**config.mk**
```make
export PLATFORM = sky130hd
export DESIGN_NAME = sd_decimator
export DESIGN_NICKNAME = d
export VERILOG_FILES = /design/src/rtl/sd_decimator.sv
export SDC_FILE = /design/constraint.sdc
export NUM_CORES = 1
export LEC_CHECK = 0
export ABC_AREA = 1
export CORE_ASPECT_RATIO = 2
export CORE_MARGIN = 5
export CORE_UTILIZATION = 35
export CTS_BUF_LIST = sky130_fd_sc_hd__clkbuf_2
export DETAILED_ROUTE_END_ITERATION = 16
export GPL_ROUTABILITY_DRIVEN = 1
export SLEW_MARGIN = 40
export SYNTH_ARGS = -nofsm -noshare
export SYNTH_HDL_FRONTEND = slang
export SYNTH_SLANG_ARGS = --single-unit
```
**constraint.sdc**
```tcl
create_clock -name clk -period 4.2 [get_ports clk]
set_input_delay 0.42 -clock clk [delete_from_list [all_inputs] [get_ports clk]]
set_output_delay 0.42 -clock clk [all_outputs]
set_load 0.005 [all_outputs]
```
**src/rtl/sd_decimator.sv**
```systemverilog
// rtl/sd_decimator.sv - sinc3 CIC decimator with 2-entry output FIFO; SD_DECIM_OVERRUN_EN enables the sticky overrun flag
module sd_decimator #(
  parameter int OSR = 32,
  localparam int K = $clog2(OSR),
  localparam int OUT_WIDTH = 3 * K + 1
) (
  input  logic                 clk,
  input  logic                 rst,
  input  logic                 en,
  input  logic                 in,
  output logic [OUT_WIDTH-1:0] outData,
  output logic                 outValid,
  input  logic                 outReady,
  output logic                 overrun
);

  localparam int W = OUT_WIDTH;
  localparam logic [W-1:0] OFFSET = W'(1) << (3 * K - 1);

  logic [W-1:0] int1, int2, int3;
  logic [K-1:0] cnt;
  logic         dec;

  logic [W-1:0] d1, d2, d3;
  logic [W-1:0] c1, c2, c3;
  logic [W-1:0] comb_out;
  logic         comb_valid;
  logic [1:0]   discard;

  logic [W-1:0] mem [2];
  logic         rd_ptr, wr_ptr;
  logic [1:0]   count;
  logic         push, pop, full;

  // Integrators wrap modulo 2^W by design; the comb differences recover the exact result.
  always_ff @(posedge clk) begin
    if (!rst) begin
      int1 <= '0;
      int2 <= '0;
      int3 <= '0;
      cnt  <= '0;
      dec  <= 1'b0;
    end else begin
      dec <= en & (&cnt);
      if (en) begin
        int1 <= int1 + W'(in);
        int2 <= int2 + int1;
        int3 <= int3 + int2;
        cnt  <= cnt + K'(1);
      end
    end
  end

  always_comb begin
    c1 = int3 - d1;
    c2 = c1 - d2;
    c3 = c2 - d3;
  end

  // The first two comb results see zeroed history and are never pushed.
  always_ff @(posedge clk) begin
    if (!rst) begin
      d1         <= '0;
      d2         <= '0;
      d3         <= '0;
      comb_out   <= '0;
      comb_valid <= 1'b0;
      discard    <= '0;
    end else begin
      comb_valid <= 1'b0;
      if (dec) begin
        d1       <= int3;
        d2       <= c1;
        d3       <= c2;
        comb_out <= c3 - OFFSET;
        if (discard == 2'd2) begin
          comb_valid <= 1'b1;
        end else begin
          discard <= discard + 2'd1;
        end
      end
    end
  end

  assign full     = (count == 2'd2);
  assign pop      = (count != 2'd0) && outReady;
  assign push     = comb_valid && (!full || pop);
  assign outValid = (count != 2'd0);
  assign outData  = mem[rd_ptr];

  // When full with a simultaneous pop, wr_ptr equals rd_ptr: the slot being vacated is refilled.
  always_ff @(posedge clk) begin
    if (!rst) begin
      mem[0] <= '0;
      mem[1] <= '0;
      rd_ptr <= 1'b0;
      wr_ptr <= 1'b0;
      count  <= '0;
    end else begin
      if (push) begin
        mem[wr_ptr] <= comb_out;
        wr_ptr      <= ~wr_ptr;
      end
      if (pop) begin
        rd_ptr <= ~rd_ptr;
      end
      case ({push, pop})
        2'b10:   count <= count + 2'd1;
        2'b01:   count <= count - 2'd1;
        default: count <= count;
      endcase
    end
  end

`ifdef SD_DECIM_OVERRUN_EN
  logic overrun_q;
  always_ff @(posedge clk) begin
    if (!rst) begin
      overrun_q <= 1'b0;
    end else if (comb_valid && full && !pop) begin
      overrun_q <= 1'b1;
    end
  end
  assign overrun = overrun_q;
`else
  assign overrun = 1'b0;
`endif

endmodule

```
==> results.py, run 1 <==
metrics = {
    "outcome": {
        "run_status": "complete, but fails checks",
        "violations": "setup timing",
    },
    "place": {
        "dpl.hpwl_um": 15330,
        "placement.io_buffers": 21,
        "dpl_cell_area_um2": 10690,
        "place_congestion": 0.8202,
    },
    "critical_path": {
        "timing.reg2reg.worst_path_depth": 24,
        "r2r_setup_slack_ps": -20,
        "critical_path.endpoint_type": "register",
        "critical_path.startpoint_type": "register",
        "crit-reg2reg-capture": "comb_out[14]$_SDFFE_PN0P_",
        "critPathLaunch": "int3[0]$_SDFFE_PN0P_",
        "required_ps": 4900,
        "cp_data_arrival_time_ps": 4920,
        "timing_worst_setup_path_type": "register to register",
        "critical_path.max_fanout": 5,
        "endpoint": "comb_out[14]$_SDFFE_PN0P_",
        "regToRegStartpoint": "int3[0]$_SDFFE_PN0P_",
    },
    "routing": {
        "detail-route-antenna-nets": 0,
        "wl_per_cell_um": 12.40,
        "drt-initial-drc-count": 277,
        "avgViaCountPerCell": 4.766,
        "vias": 8026,
        "number_of_drc_violations_after_detailed_routing": 0,
        "postRouteWirelength_um": 20880,
        "drt_pass1_iterations": 6,
    },
    "floorplan": {
        "start_util": 0.3540,
        "area_of_the_die_um2": 31500,
        "io_pins": 23,
        "dieWidth_um": 128.0,
        "core_area_um2": 27550,
        "row_count": 86,
        "die_height_um": 246.1,
    },
    "global_route": {
        "grt_start_max_net_pins": 65,
        "grt_pass1_vias": 7975,
        "initial_antenna_violation_count": 1,
        "grt_pass1_wl_um": 35270,
        "grt_resource_usage_total": 0.1378,
        "globalRoute.totalOverflow": 0,
    },
    "timing": {
        "hold_viol": 0,
        "period_minus_slack_ps": 4220,
        "clock-skew-final_ps": 41.07,
        "hold-worst-slack_ps": 370.6,
        "finalMaxSlewViolations": 0,
        "setup_viol": 1,
        "tns_ps": -19.51,
        "maximum_clock_rate_mhz": 237.0,
        "layout_setup_ws_ps": -19.51,
        "tightest_slew_ps": 718.1,
        "final.period_utilization": 1.005,
        "relative_slew_margins": 0.5201,
        "grt_setup_unrepaired": "true",
    },
    "final_layout": {
        "num-nets-final": 1422,
        "mostFrequentLayoutCells": "196 x sky130_fd_sc_hd__inv_1, 131 x sky130_fd_sc_hd__a21oi_1, 129 x sky130_fd_sc_hd__nand2_1",
        "post_route_cells_drive_above_1_share": 0.1803,
        "layout.cells.most_common": "sky130_fd_sc_hd__inv_1",
        "final_cell_area_um2": 11510,
        "flow.area_growth_from_synthesis_pct": 17.99,
    },
    "synth": {
        "synth.distinct_cells": 52,
        "synth_area_per_cell_um2": 7.845,
        "yosys.area.top_type": "sky130_fd_sc_hd__dfxtp_1",
        "asyncSetResetFlopFracSynth": 0,
        "ys_warn_count": 0,
        "synth_area_um2": 9752,
        "syn-num-nets": 1347,
        "number_of_flops_mapped_to_enable_cells_by_yosys": 32,
        "synth-seq-area-share": 0.3572,
        "synth.top_cells.by_area": "sky130_fd_sc_hd__dfxtp_1 26%, sky130_fd_sc_hd__ha_1 12%, sky130_fd_sc_hd__edfxtp_1 9.9%",
        "netlist.area_leader.share": 0.2587,
        "post_synth_inst_count": 1243,
        "yosys_register_bits": 158,
        "synth_ff_type": "sky130_fd_sc_hd__dfxtp_1",
    },
    "clock_network": {
        "clk_pin_slew_ps": 260,
        "clockRootBuffer": "sky130_fd_sc_hd__clkbuf_2",
        "cts_tree": "yes",
        "ctsHtreeMaxLevel": 4,
        "clock_latency_ps": 790,
        "cts_inserted_buffers": 17,
        "sink_count_of_the_clock_tree": 158,
        "clockBufferDepth": 2,
    },
    "power_and_ir_drop": {
        "finalPower_mw": 6.103,
        "cellPowerDensity_nw_per_um2": 530.4,
        "vdd_drop_max_v": 0.0002296,
        "static-leakage-power_nw": 5.159,
    },
    "worst_hold_path": {
        "hold_path.class": "primary input to register",
    },
    "job": {
        "max_cap_violations": 0,
    },
}
[sequential cells by signal, summed over array words and instances (netlist names), 5 cells and up, named ones only]
signal and count:
mem 32, d2 16, d1 16, cnt 5, int2 16, int1 16
d3 16, comb_out 16, int3 16
[metrics by stage]
step / setup slack (ps) / util / std cells
2_1_floorplan: 14.81 / - / 1243
3_5_place_dp: -240.4 / 0.3880 / 1638
3_3_place_gp: -165.4 / 0.3879 / 1638
6_report: -19.51 / 0.4177 / 1684
4_1_cts: -22.89 / 0.4060 / 1677
5_1_grt: -272.7 / 0.4177 / 1684
[kinds of logic after synthesis]
family / share of synthesized area
AND/OR/NAND/NOR: 0.1522
AO/OA/AOI/OAI: 0.1894
buffers and inverters: 0.09674
flip-flops: 0.3572
adder cells (fa/ha/maj): 0.1309
XOR/XNOR: 0.05479
multiplexers: 0.01848
other: 0.0003845
[synthesized netlist by cell type, types with 2 or more instances]
master / instances
sky130_fd_sc_hd__a211oi_1: 2
sky130_fd_sc_hd__a21boi_1: 5
sky130_fd_sc_hd__a21boi_2: 2
sky130_fd_sc_hd__a21o_1: 8
sky130_fd_sc_hd__a21oi_1: 143
sky130_fd_sc_hd__a21oi_2: 10
sky130_fd_sc_hd__a21oi_4: 2
sky130_fd_sc_hd__a31oi_1: 7
sky130_fd_sc_hd__and3_1: 2
sky130_fd_sc_hd__buf_1: 4
sky130_fd_sc_hd__buf_2: 2
sky130_fd_sc_hd__buf_4: 3
sky130_fd_sc_hd__clkbuf_1: 30
sky130_fd_sc_hd__dfxtp_1: 126
sky130_fd_sc_hd__edfxtp_1: 32
sky130_fd_sc_hd__fa_1: 5
sky130_fd_sc_hd__ha_1: 94
sky130_fd_sc_hd__inv_1: 199
sky130_fd_sc_hd__inv_2: 5
sky130_fd_sc_hd__mux2_2: 16
sky130_fd_sc_hd__nand2_1: 134
sky130_fd_sc_hd__nand2_2: 10
sky130_fd_sc_hd__nand2_4: 2
sky130_fd_sc_hd__nand3_1: 34
sky130_fd_sc_hd__nand3_2: 3
sky130_fd_sc_hd__nand3b_1: 3
sky130_fd_sc_hd__nand4_1: 4
sky130_fd_sc_hd__nor2_1: 117
sky130_fd_sc_hd__nor2_2: 2
sky130_fd_sc_hd__nor3_1: 17
sky130_fd_sc_hd__nor3_2: 3
sky130_fd_sc_hd__o211ai_1: 4
sky130_fd_sc_hd__o21a_1: 4
sky130_fd_sc_hd__o21ai_0: 100
sky130_fd_sc_hd__o21ai_1: 14
sky130_fd_sc_hd__o21ai_2: 12
sky130_fd_sc_hd__o21bai_1: 3
sky130_fd_sc_hd__o221ai_1: 4
sky130_fd_sc_hd__o31ai_1: 4
sky130_fd_sc_hd__xnor2_1: 18
sky130_fd_sc_hd__xor2_1: 43
[final cells by class]
cell class	instances	area [µm²]
Tap cell	352	440.4
Sequential cell	158	3487
Timing Repair Buffer	96	772.0
Inverter	205	774.5
Clock buffer	17	85.08
Antenna cell	1	2.502
Fill cell	2792	16040
Clock inverter	15	141.4
Multi-Input combinational cell	840	5803
[metal layers]
metal	part of all wire	wire, µm	track usage	vias to the layer above
met1	0.36	7600	0.1271	3682
met3	0.017	351	0.02343	31
li1	-	-	-	4248
met5	0	0	0	-
met2	0.59	12310	0.2826	65
met4	0.029	614	0.06094	0
[worst min-delay path by stage]
stage	from	end	slack (ps)	cells after the start
2_1_floorplan	rd_ptr$_SDFFE_PN0P_	register	430	1
3_3_place_gp	rd_ptr$_SDFFE_PN0P_	rd_ptr$_SDFFE_PN0P_	430	1
3_5_place_dp	rd_ptr$_SDFFE_PN0P_	register	440	1
4_1_cts	in	int1[0]$_SDFFE_PN0P_	280	4
5_1_grt	in	int1[0]$_SDFFE_PN0P_	320	4
6_report	in	int1[0]$_SDFFE_PN0P_	370	4
[report_power, final]
| part | internal, mW | switching (mW) | total (mW) | leakage (nW) |
|---|---|---|---|---|
| logic | 1.86 | 1.78 | 3.64 | 3.71 |
| registers | 1.60 | 0.0510 | 1.65 | 1.34 |
| clock network | 0.220 | 0.591 | 0.811 | 0.116 |
| total | 3.68 | 2.42 | 6.10 | 5.16 |
[critical path: stages (launching register included)]
cell	delay, ps
sky130_fd_sc_hd__dfxtp_2	390
sky130_fd_sc_hd__inv_2	50
sky130_fd_sc_hd__ha_4	150
sky130_fd_sc_hd__fa_2	370
sky130_fd_sc_hd__o21ai_4	210
sky130_fd_sc_hd__a21oi_4	100
sky130_fd_sc_hd__o21ai_2	170
sky130_fd_sc_hd__xor2_1	210
sky130_fd_sc_hd__ha_1	300
sky130_fd_sc_hd__a21oi_2	170
sky130_fd_sc_hd__a21boi_4	220
sky130_fd_sc_hd__o21ai_2	100
sky130_fd_sc_hd__a21oi_2	150
sky130_fd_sc_hd__xor2_1	180
sky130_fd_sc_hd__inv_1	100
sky130_fd_sc_hd__ha_4	250
sky130_fd_sc_hd__ha_4	240
sky130_fd_sc_hd__a21oi_2	130
sky130_fd_sc_hd__o21ai_1	80
sky130_fd_sc_hd__a21oi_1	150
sky130_fd_sc_hd__o21ai_2	80
sky130_fd_sc_hd__a21oi_1	140
sky130_fd_sc_hd__o21ai_1	80
sky130_fd_sc_hd__o211ai_1	80
sky130_fd_sc_hd__inv_1	60
[repair_timing]
item	4_1_cts	5_1_grt
resized for setup	35	48
buffers inserted	5	6
setup endpoints to repair	6	8
hold buffers	2	0
endpoints found under the hold margin	14	0
pin swaps	29	47
Power figures use the tool's default switching activity.
==> inputs of run 2 (changes only) <==
--- a/config.mk
+++ b/config.mk
@@ -7,11 +7,12 @@
 export LEC_CHECK = 0
 export ABC_AREA = 1
 export CORE_ASPECT_RATIO = 2
-export CORE_MARGIN = 5
+export CORE_MARGIN = 3
 export CORE_UTILIZATION = 35
 export CTS_BUF_LIST = sky130_fd_sc_hd__clkbuf_2
 export DETAILED_ROUTE_END_ITERATION = 16
 export GPL_ROUTABILITY_DRIVEN = 1
+export GPL_TIMING_DRIVEN = 1
 export SLEW_MARGIN = 40
 export SYNTH_ARGS = -nofsm -noshare
 export SYNTH_HDL_FRONTEND = slang
==> run 2 against run 1 <==
Compared with the run above:
- the flow now finishes without violations
- die area decreased by 4.7%
- wire length increased by 2.9%
- count of clock-buffer cells in the layout increased by 1
==> results.py, run 2 (synthesis gave the netlist of run 1 again) <==
metrics = {
    "outcome": {
        "run_status": "finished clean",
    },
    "final_layout": {
        "flow.area_growth_from_synthesis_pct": 18.21,
        "mostFrequentLayoutCells": "194 x sky130_fd_sc_hd__inv_1, 128 x sky130_fd_sc_hd__nand2_1, 127 x sky130_fd_sc_hd__a21oi_1",
        "layout.cells.non_filler": 1681,
        "layout.area.seq_um2": 3488,
        "fillerInstances": 2819,
        "layout.cells.most_common": "sky130_fd_sc_hd__inv_1",
        "post_route_cells_drive_above_1_share": 0.1886,
        "multiInputGateArea_um2": 5824,
        "num-nets-final": 1422,
        "largest_register": "mem",
        "max_reg_flops": 32,
    },
    "place": {
        "dpl.hpwl_um": 15350,
        "place_congestion": 0.8267,
        "placement.io_buffers": 21,
        "placed_cells": 1633,
    },
    "clock_network": {
        "cts_inserted_buffers": 17,
        "clockBufferDepth": 2,
        "clockRootBuffer": "sky130_fd_sc_hd__clkbuf_2",
        "cts_tree": "yes",
        "sink_count_of_the_clock_tree": 158,
        "clock_latency_ps": 800,
        "clk_pin_slew_ps": 260,
        "ctsHtreeMaxLevel": 4,
    },
    "floorplan": {
        "row_count": 85,
        "core_area_um2": 27230,
        "area_of_the_die_um2": 30020,
        "die_height_um": 242.1,
        "dieWidth_um": 124.0,
        "io_pins": 23,
        "start_util": 0.3582,
    },
    "power_and_ir_drop": {
        "vdd_drop_max_v": 0.0002776,
        "cellPowerDensity_nw_per_um2": 529.8,
        "static-leakage-power_nw": 5.157,
    },
    "timing": {
        "grt_setup_unrepaired": "true",
        "final.period_utilization": 0.9893,
        "period_minus_slack_ps": 4155,
        "tns_ps": 0,
        "clock-skew-final_ps": 36.63,
        "maximum_clock_rate_mhz": 240.7,
        "setup_viol": 0,
        "hold_viol": 0,
        "relative_slew_margins": 0.5287,
        "tightest_slew_ps": 705.2,
        "finalMaxSlewViolations": 0,
    },
    "critical_path": {
        "critical_path.startpoint_type": "register",
        "required_ps": 4920,
        "cp_cell_sequence": "inv_1, ha_1, a21oi_2, nand2_2, a31oi_1, xnor2_1, ha_2, nand2_1, o21a_1, o31ai_2, xor2_1, ha_1, ha_4, a21oi_1, or2_0, nand3_1, a21boi_1, buf_4, o31a_1, nand3_1, nand3_1, nand2_1, inv_1",
        "regToRegStartpoint": "d1[2]$_SDFFE_PN0P_",
        "cp_data_arrival_time_ps": 4870,
        "crit-reg2reg-capture": "comb_out[15]$_SDFFE_PN0P_",
        "endpoint": "comb_out[15]$_SDFFE_PN0P_",
        "critical_path.endpoint_type": "register",
        "timing.critical_path.slowest_stage_cell": "sky130_fd_sc_hd__ha_2",
        "r2r_setup_slack_ps": 50,
        "timing.critical_path.slowest_cell_delay_ps": 400,
        "critPathLaunch": "d1[2]$_SDFFE_PN0P_",
        "timing_worst_setup_path_type": "register to register",
        "timing.reg2reg.worst_path_depth": 23,
        "critical-path-top-cell-by-count": "sky130_fd_sc_hd__nand3_1",
        "critical_path.max_fanout": 4,
    },
    "worst_hold_path": {
        "hold_path.class": "primary input to register",
        "holdPathStages": 4,
    },
    "global_route": {
        "grt_resource_usage_total": 0.1468,
        "grt_start_max_net_pins": 63,
        "initial_antenna_violation_count": 2,
        "globalRoute.totalOverflow": 0,
        "grt_pass1_vias": 8099,
        "grt_pass1_wl_um": 35280,
    },
    "routing": {
        "wl_per_cell_um": 12.78,
        "number_of_drc_violations_after_detailed_routing": 0,
        "postRouteWirelength_um": 21490,
        "drt-initial-drc-count": 301,
        "avgViaCountPerCell": 4.838,
        "detail-route-antenna-nets": 0,
        "drt_pass1_iterations": 4,
        "vias": 8132,
    },
    "job": {
        "max_cap_violations": 0,
    },
}
[run 2: cell types whose count changed in the layout (fill, tap and decap cells not counted), moves of 3 or more]
cell and delta:
sky130_fd_sc_hd__a21oi_1 -4, sky130_fd_sc_hd__a21oi_2 +3, sky130_fd_sc_hd__nand2_2 +3, sky130_fd_sc_hd__o21ai_0 -3, sky130_fd_sc_hd__o21ai_1 +4, sky130_fd_sc_hd__xnor2_1 -3, sky130_fd_sc_hd__xnor2_2 +4
[run 2: power breakdown]
part	internal [mW]	switching, mW
clock network	0.228	0.608
registers	1.60	0.0506
logic	1.84	1.78
[run 2: critical path, delay by kind of cell, from the launching register on]
family | cells | cell delay (ps)
AO/OA/AOI/OAI | 7 | 1010
XOR/XNOR | 2 | 380
adder cells (fa/ha/maj) | 4 | 1330
AND/OR/NAND/NOR | 7 | 750
buffers and inverters | 3 | 230
flip-flops | 1 | 360
[run 2: final cells by class]
class / count / share of cell area
antenna: 2 / 0.0004342
clock buffer: 18 / 0.007815
clock inverter: 14 / 0.01194
inverter: 205 / 0.06719
multi-input combinational: 840 / 0.5053
sequential: 158 / 0.3026
tap: 348 / 0.03777
timing repair buffer: 96 / 0.06697
[run 2: routing by layer]
layer / vias up / part of all wire / track usage
met5: - / 0 / 0
met4: 0 / 0.034 / 0.07164
met3: 46 / 0.018 / 0.02500
met2: 85 / 0.59 / 0.2992
met1: 3753 / 0.36 / 0.1299
li1: 4248 / - / -
[run 2: what timing repair did]
item,in CTS,in global routing
endpoints found under the hold margin,9,0
endpoints found under the setup margin,6,9
setup buffers,5,7
hold buffers,2,0
gates resized for setup,28,64
pin swaps,28,44
[run 2: through the flow]
step | setup WS [ps] | util | hold slack [ps] | cell area (µm²) | power (mW)
finish | 45.05 | 0.4234 | 345.5 | 11530 | 6.108
global route | -310.1 | 0.4234 | 317.2 | 11530 | 6.616
CTS | -8.309 | 0.4078 | 254.1 | 11100 | 5.630
detailed placement | -286.7 | 0.3921 | 445.3 | 10680 | 4.539
global placement | -224.1 | 0.3920 | 434.6 | 10670 | 4.484
floorplan | 14.81 | - | 425.7 | 9752 | 3.496
[run 2: worst min path at each step]
stage                                     end  slack (ps)           startpoint
after floorplan                      register         430  rd_ptr$_SDFFE_PN0P_
after global placement    rd_ptr$_SDFFE_PN0P_         430  rd_ptr$_SDFFE_PN0P_
after detailed placement             register         450  rd_ptr$_SDFFE_PN0P_
after CTS                            register         250             outReady
after global routing                 register         320             outReady
final                                register         350             outReady
